[src/rtl/prio_enc_pkg.sv]
// Shared constants and helpers for the pipelined priority encoder.
// Optional rotating priority is enabled by defining PRIO_ENC_RR_EN.
package prio_enc_pkg;

    // Default number of request lines
    localparam int unsigned N_DEF = 8;
    // Widest request vector the multi-hot helper accepts
    localparam int unsigned N_MAX = 1024;

    // Ceiling log2 for n >= 2; used to derive the index width
    function automatic int unsigned clog2(input int unsigned n);
        int unsigned r;
        r = 0;
        for (int unsigned v = n - 1; v > 0; v = v >> 1) begin
            r = r + 1;
        end
        return r;
    endfunction

    // True when more than one bit is set: clearing the lowest set bit leaves something
    function automatic logic popcount_gt1(input logic [N_MAX-1:0] vec);
        return |(vec & (vec - N_MAX'(1)));
    endfunction

endpackage

[src/rtl/prio_enc_find.sv]
// Combinational find-highest-set over N bits.
// Ports: i_vec (N request bits), o_idx (index of highest set bit, 0 when none), o_found (any bit set).
module prio_enc_find #(
    parameter int unsigned N = 8,
    parameter int unsigned W = 3
) (
    input  logic [N-1:0] i_vec,
    output logic [W-1:0] o_idx,
    output logic         o_found
);

    // Ascending scan: the last set bit seen is the highest one
    always_comb begin
        o_idx   = '0;
        o_found = 1'b0;
        for (int i = 0; i < N; i++) begin
            if (i_vec[i]) begin
                o_idx   = W'(i);
                o_found = 1'b1;
            end
        end
    end

endmodule

[src/rtl/prio_enc_pipe.sv]
// Registered N:log2(N) priority encoder with valid/ready on both sides.
// Define PRIO_ENC_RR_EN for rotating priority (rr_ptr), otherwise highest index wins.
// Ports:
//   clk, rst_n            clock, synchronous active-low reset
//   in_valid/in_ready     upstream handshake (in_ready is combinational)
//   in_req [N]            request vector
//   out_valid/out_ready   downstream handshake
//   out_idx [W]           winning index
//   out_none, out_multi   captured vector was zero / had more than one bit set
module prio_enc_pipe
    import prio_enc_pkg::*;
#(
    parameter int unsigned N = N_DEF
) (
    input  logic                  clk,
    input  logic                  rst_n,
    input  logic                  in_valid,
    output logic                  in_ready,
    input  logic [N-1:0]          in_req,
    output logic                  out_valid,
    input  logic                  out_ready,
    output logic [clog2(N)-1:0]   out_idx,
    output logic                  out_none,
    output logic                  out_multi
);

    localparam int unsigned W = clog2(N);

    logic         r_out_valid;
    logic [W-1:0] r_out_idx;
    logic         r_out_none;
    logic         r_out_multi;

    logic         w_in_ready;
    logic         w_accept;
    logic [N-1:0] w_find_vec;
    logic [W-1:0] w_find_idx;
    logic         w_found;
    logic [W-1:0] w_idx;

    // Single stage: free when empty or being drained this cycle
    assign w_in_ready = !r_out_valid || out_ready;
    assign w_accept   = in_valid && w_in_ready;

`ifdef PRIO_ENC_RR_EN
    logic [W-1:0] r_rr_ptr;

    // Rotate so rr_ptr lands on bit N-1; a highest-set search then walks rr_ptr downward with wrap
    always_comb begin
        w_find_vec = '0;
        for (int unsigned j = 0; j < N; j++) begin
            w_find_vec[j] = in_req[W'((j + 32'(r_rr_ptr) + 32'd1) % N)];
        end
    end

    // Undo the rotation on the found position
    assign w_idx = W'((32'(w_find_idx) + 32'(r_rr_ptr) + 32'd1) % N);

    // Next search starts just below the winner; empty vectors leave the pointer alone
    always_ff @(posedge clk) begin
        if (!rst_n) begin
            r_rr_ptr <= W'(N - 1);
        end else if (w_accept && w_found) begin
            r_rr_ptr <= (w_idx == '0) ? W'(N - 1) : w_idx - W'(1);
        end
    end
`else
    assign w_find_vec = in_req;
    assign w_idx      = w_find_idx;
`endif

    prio_enc_find #(
        .N (N),
        .W (W)
    ) u_find (
        .i_vec   (w_find_vec),
        .o_idx   (w_find_idx),
        .o_found (w_found)
    );

    // Output stage: load on accept, drop valid on drain, otherwise hold
    always_ff @(posedge clk) begin
        if (!rst_n) begin
            r_out_valid <= 1'b0;
            r_out_idx   <= '0;
            r_out_none  <= 1'b0;
            r_out_multi <= 1'b0;
        end else if (w_accept) begin
            r_out_valid <= 1'b1;
            r_out_idx   <= w_found ? w_idx : '0;
            r_out_none  <= !w_found;
            r_out_multi <= popcount_gt1(N_MAX'(in_req));
        end else if (out_ready) begin
            r_out_valid <= 1'b0;
        end
    end

    assign in_ready  = w_in_ready;
    assign out_valid = r_out_valid;
    assign out_idx   = r_out_idx;
    assign out_none  = r_out_none;
    assign out_multi = r_out_multi;

endmodule

[config.mk]
export PLATFORM = sky130hd
export DESIGN_NAME = prio_enc_pipe
export DESIGN_NICKNAME = d
export VERILOG_FILES = /design/src/rtl/prio_enc_pkg.sv /design/src/rtl/prio_enc_find.sv /design/src/rtl/prio_enc_pipe.sv
export SDC_FILE = /design/constraint.sdc
export NUM_CORES = 1
export LEC_CHECK = 0
export ABC_AREA = 1
export CAP_MARGIN = 25
export CORE_AREA = 3 3 40 42
export CTS_CLUSTER_SIZE = 28
export DETAILED_ROUTE_END_ITERATION = 8
export DIE_AREA = 0 0 43 45
export GPL_ROUTABILITY_DRIVEN = 0
export GPL_TIMING_DRIVEN = 0
export PLACE_DENSITY_LB_ADDON = 0.08
export SYNTH_ARGS = -nofsm -noshare
export SYNTH_HDL_FRONTEND = slang
export SYNTH_HIERARCHICAL = 1
export SYNTH_SLANG_ARGS = --single-unit
[constraint.sdc]
create_clock -name clk -period 2 [get_ports clk]
set_clock_uncertainty 0.15 [all_clocks]
set_input_delay 0.4 -clock clk [delete_from_list [all_inputs] [get_ports clk]]
set_output_delay 0.4 -clock clk [all_outputs]
set_load 0.02 [all_outputs]
# After elaboration in Yosys (flattened, before gate mapping)
# Index checks and enable logic that the tools add are counted.
# classes
n_mux,18
add_sub_neg,1
reduce_logical,6
bitwise,1
# ops
op,n
$and A8 B1024 Y1024,1
$reduce_or A1024 Y1,1
$mux W3,5
$mux W1,11
$sub A8 B1 Y9 const B,1
$mux W2,2
$logic_not A1 Y1,2
$reduce_bool A2 Y1,1
$logic_and A1 B1 Y1,1
$logic_or A1 B1 Y1,1
# totals
register_bits,6
elab_cells,30
input_bits,12
output_inout_bits,7

# Depth between registers and ports, before layout
# depth
depth_word,9
mapped_depth,9
mapped_depth_nobuf,9

# Hierarchy
# Netlist, hierarchy kept.
# modules_own_cells
module,instances,cells_each,area_per_inst_um2
prio_enc_pipe,1,49,317.8
prio_enc_find,1,20,77.6

# Least setup slack after synthesis
# OpenSTA, ideal clock, no wires.
# synth_path
kind,input to register
startpoint,input in_req[3]
endpoint,"register r_out_idx[2], in the netlist out_idx[2]"
n_path_buf,0
t_arrival_ps,1006
t_required_ps,1733
setup_slack_ps,727
path_stages,8
cell_sequence,inv_1 -> nand2_1 -> nor3_1 -> nand3_1 -> inv_1 -> nor2_4 -> a22oi_1 -> nor2_1
# synth_via
elab_chain_cells,6
# synth_rtl
item,line,text
from (decl),prio_enc_pipe.sv:19,"input logic [N-1:0] in_req,"
$mux W1 (5 in series),prio_enc_find.sv:17,if (i_vec[i]) begin
via w_found,prio_enc_pipe.sv:38,logic w_found;
$mux W3,prio_enc_pipe.sv:90,r_out_idx <= w_found ? w_idx : '0;
to (signal assigned),prio_enc_pipe.sv:90,
to (decl),prio_enc_pipe.sv:30,logic [W-1:0] r_out_idx;
# The timed path passes the listed nets, and every way through them passes these cells.
# A chain may end at the register's enable or synchronous reset.

# Worst setup path in the final report
# layout_path
startpoint,input out_ready
endpoint,output in_ready
# layout_via
elab_chain_cells,1
# layout_rtl
item,line,text
from (decl),prio_enc_pipe.sv:21,"input logic out_ready,"
$logic_or A1 B1 Y1,prio_enc_pipe.sv:42,assign w_in_ready = !r_out_valid || out_ready;
to (decl),prio_enc_pipe.sv:18,"output logic in_ready,"
# Every way passes these cells.

==> run metrics <==
first-pass GRT wire length=1480 um; largest net degree at the start of global routing=6; Port Buffers=18; Die Wd=43 um; Logic pwr share=between 20% and 30%; vias in the first global route=between 300 and 400; Ports=19; CTS max path bufs=2; Crit path required time=~1.5 ns; CTS Buf Count=3; cts hold-fix bufs=0; final hold viol count=0; 1st-iter DRT viols=8; Reg power frac=around two fifths; Synth Warn #=6; sequential share of the synthesized area=30.4%; crit-path max FO=3; drt first pass iters=2; post-place setup slack=-0.148 ns; Hold/Removal Path Class=flip-flop to flip-flop; placed wire-length estimate=~730 um; PD cells=553 nW/um^2; Setup CP Type=input pin to output port; placed cell area=between 500 and 600 sq um; final net count=104; n_diodes=0; CTS root buffer=clkbuf_4; status=complete, no violations; f_max=approximately 530 MHz; Final Cell Area=616 sq um; Post-Synthesis Mean Instance Area=around 5.7 sq um; CTS clk-pin slew, worst paths=roughly 0.040 ns; Worst Path Arrival=1.33 ns; cell area after synthesis=~400 sq um; vias per cell=4.05; Lkg Pwr=between 0.3 and 0.4 nW; initial antenna violation count=0; Crit. End Element=output port; Layout area overhead=55.7%; clock power share=between 30% and 40%; fin. max-slew vios=0; slew margin rel.=between 80% and 90%; actual slew at the worst max-slew pin=~0.21 ns; distinct cell type count after synthesis=15; P_int=about 0.25 mW; Cells after Synth=just under 70; Post-Route WL=876 um; minimum hold slack=about 0.31 ns; TNS Setup=0 ns; final setup fails=0; CP startpoint kind=input pin; Die Ht=around 45 um; Die ar.=around 1900 sq um; Starting Density=between 30% and 40%; CTS tree=built; final worst slack=0.122 ns; ANT nets after route=0; Placement Rows=13; Peak VDD IR=approximately 0.00030 V; number of synthesized register bits=6; number of remaining DRC errors=0; minimum clock period=between 1.5 and 2 ns; Switching Share=a little over a quarter; RSZ-0062 raised after global routing=false; GRT Total Usage=10.3%; switching power=0.0931 mW; clk sinks=6; per-cell routed wire length=roughly 8.3 um; Fillers=about 140; Vias=around 430; post-synth net total=between 80 and 90; Max Cap Viol=0; core area=between 1000 and 1500 sq um; grt ovf=0; period utilization=between 90% and 100%; H-tree depth=1; share of cells above drive strength 1=under 10%; worst skew pair latency=0.24 ns
state kept, by name (all words and copies together), names as in the netlist:
| name | flops |
|---|---|
| out_idx | 3 |
| out_multi | 1 |
| out_none | 1 |
| out_valid | 1 |
repair_timing:
| item | 4_1_cts | 5_1_grt |
|---|---|---|
| buffers inserted | 0 | 0 |
| resized for setup | 1 | 0 |
| endpoints found under the setup margin | 1 | 0 |
worst max-delay path: stages:
cell,delay (ns)
clkdlybuf4s50_1,0.45
inv_1,0.06
nand2_2,0.08
dlygate4sd2_1,0.34
layout by cell type (no fill, tap or decap):
cell type,instances
a21oi_1,3
a21oi_2,1
a22oi_1,1
clkbuf_4,3
clkdlybuf4s50_1,17
dfxtp_1,6
dlygate4sd2_1,1
inv_1,13
nand2_1,24
nand2_2,2
nand3_1,3
nor2_1,9
nor2_4,1
nor3_1,1
o21ai_0,2
o21ai_1,1
or2_1,1
or2_2,1
worst paths after layout:
path         slack, ns       start  depth (start not counted)    endpoint
max               0.12   out_ready                          4    in_ready
min               0.31  out_idx[1]                          2  out_idx[1]
max reg2reg       0.91   out_valid                          6   out_multi
min reg2reg       0.31  out_idx[1]                          2  out_idx[1]
Yosys cell counts:
| library cell | instances | area, sq um |
|---|---|---|
| inv_1 | 13 | 48.8 |
| o21ai_1 | 1 | 5.00 |
| nand2_2 | 2 | 12.5 |
| a21oi_2 | 1 | 8.76 |
| a22oi_1 | 1 | 7.51 |
| nor2_1 | 9 | 33.8 |
| o21ai_0 | 2 | 10.0 |
| or2_2 | 1 | 6.26 |
| nor2_4 | 1 | 11.3 |
| nor3_1 | 1 | 5.00 |
| nand3_1 | 3 | 15.0 |
| a21oi_1 | 3 | 15.0 |
| nand2_1 | 24 | 90.1 |
| dfxtp_1 | 6 | 120 |
| or2_1 | 1 | 6.26 |
routing by layer:
metal  vias to the layer above  global-route usage, %  wire [um]
met5                         -                      0          0
met4                         0                   3.61          0
met3                         0                   4.78         65
met2                        12                   13.5        340
met1                       160                   14.5        469
li1                        253                      -          -
cell families after synthesis:
group                  after synthesis  synth area share (%)
AO/OA/AOI/OAI                        8                  11.7
buffers and inverters               13                  12.3
AND/OR/NAND/NOR                     42                  45.6
flip-flops                           6                  30.4
power groups by stage:
stage / clock [mW] / sequential (mW) / combinational (mW)
2_1_floorplan: 0 / 0.146 / 0.0389
3_3_place_gp: 0 / 0.135 / 0.102
3_5_place_dp: 0 / 0.136 / 0.102
4_1_cts: 0.113 / 0.134 / 0.102
5_1_grt: 0.118 / 0.134 / 0.111
6_report: 0.106 / 0.134 / 0.101
per-stage QoR:
step | std cells | total power, mW | utilization, %
final | 105 | 0.340 | 47.9
after global routing | 105 | 0.363 | 47.9
after CTS | 105 | 0.348 | 47.9
after detailed placement | 102 | 0.238 | 46.3
after global placement | 102 | 0.237 | 46.3
after floorplan | 69 | 0.185 | -
cell type report:
class	count	area (sq um)	area share (%)
Clock buffer	3	22.5	3.66
Inverter	13	48.8	7.93
Multi-Input combinational cell	50	226	36.8
Sequential cell	6	120	19.5
Tap cell	15	18.8	3.05
Timing Repair Buffer	18	179	29.1
Note: power is estimated with default switching activity, not from simulation.
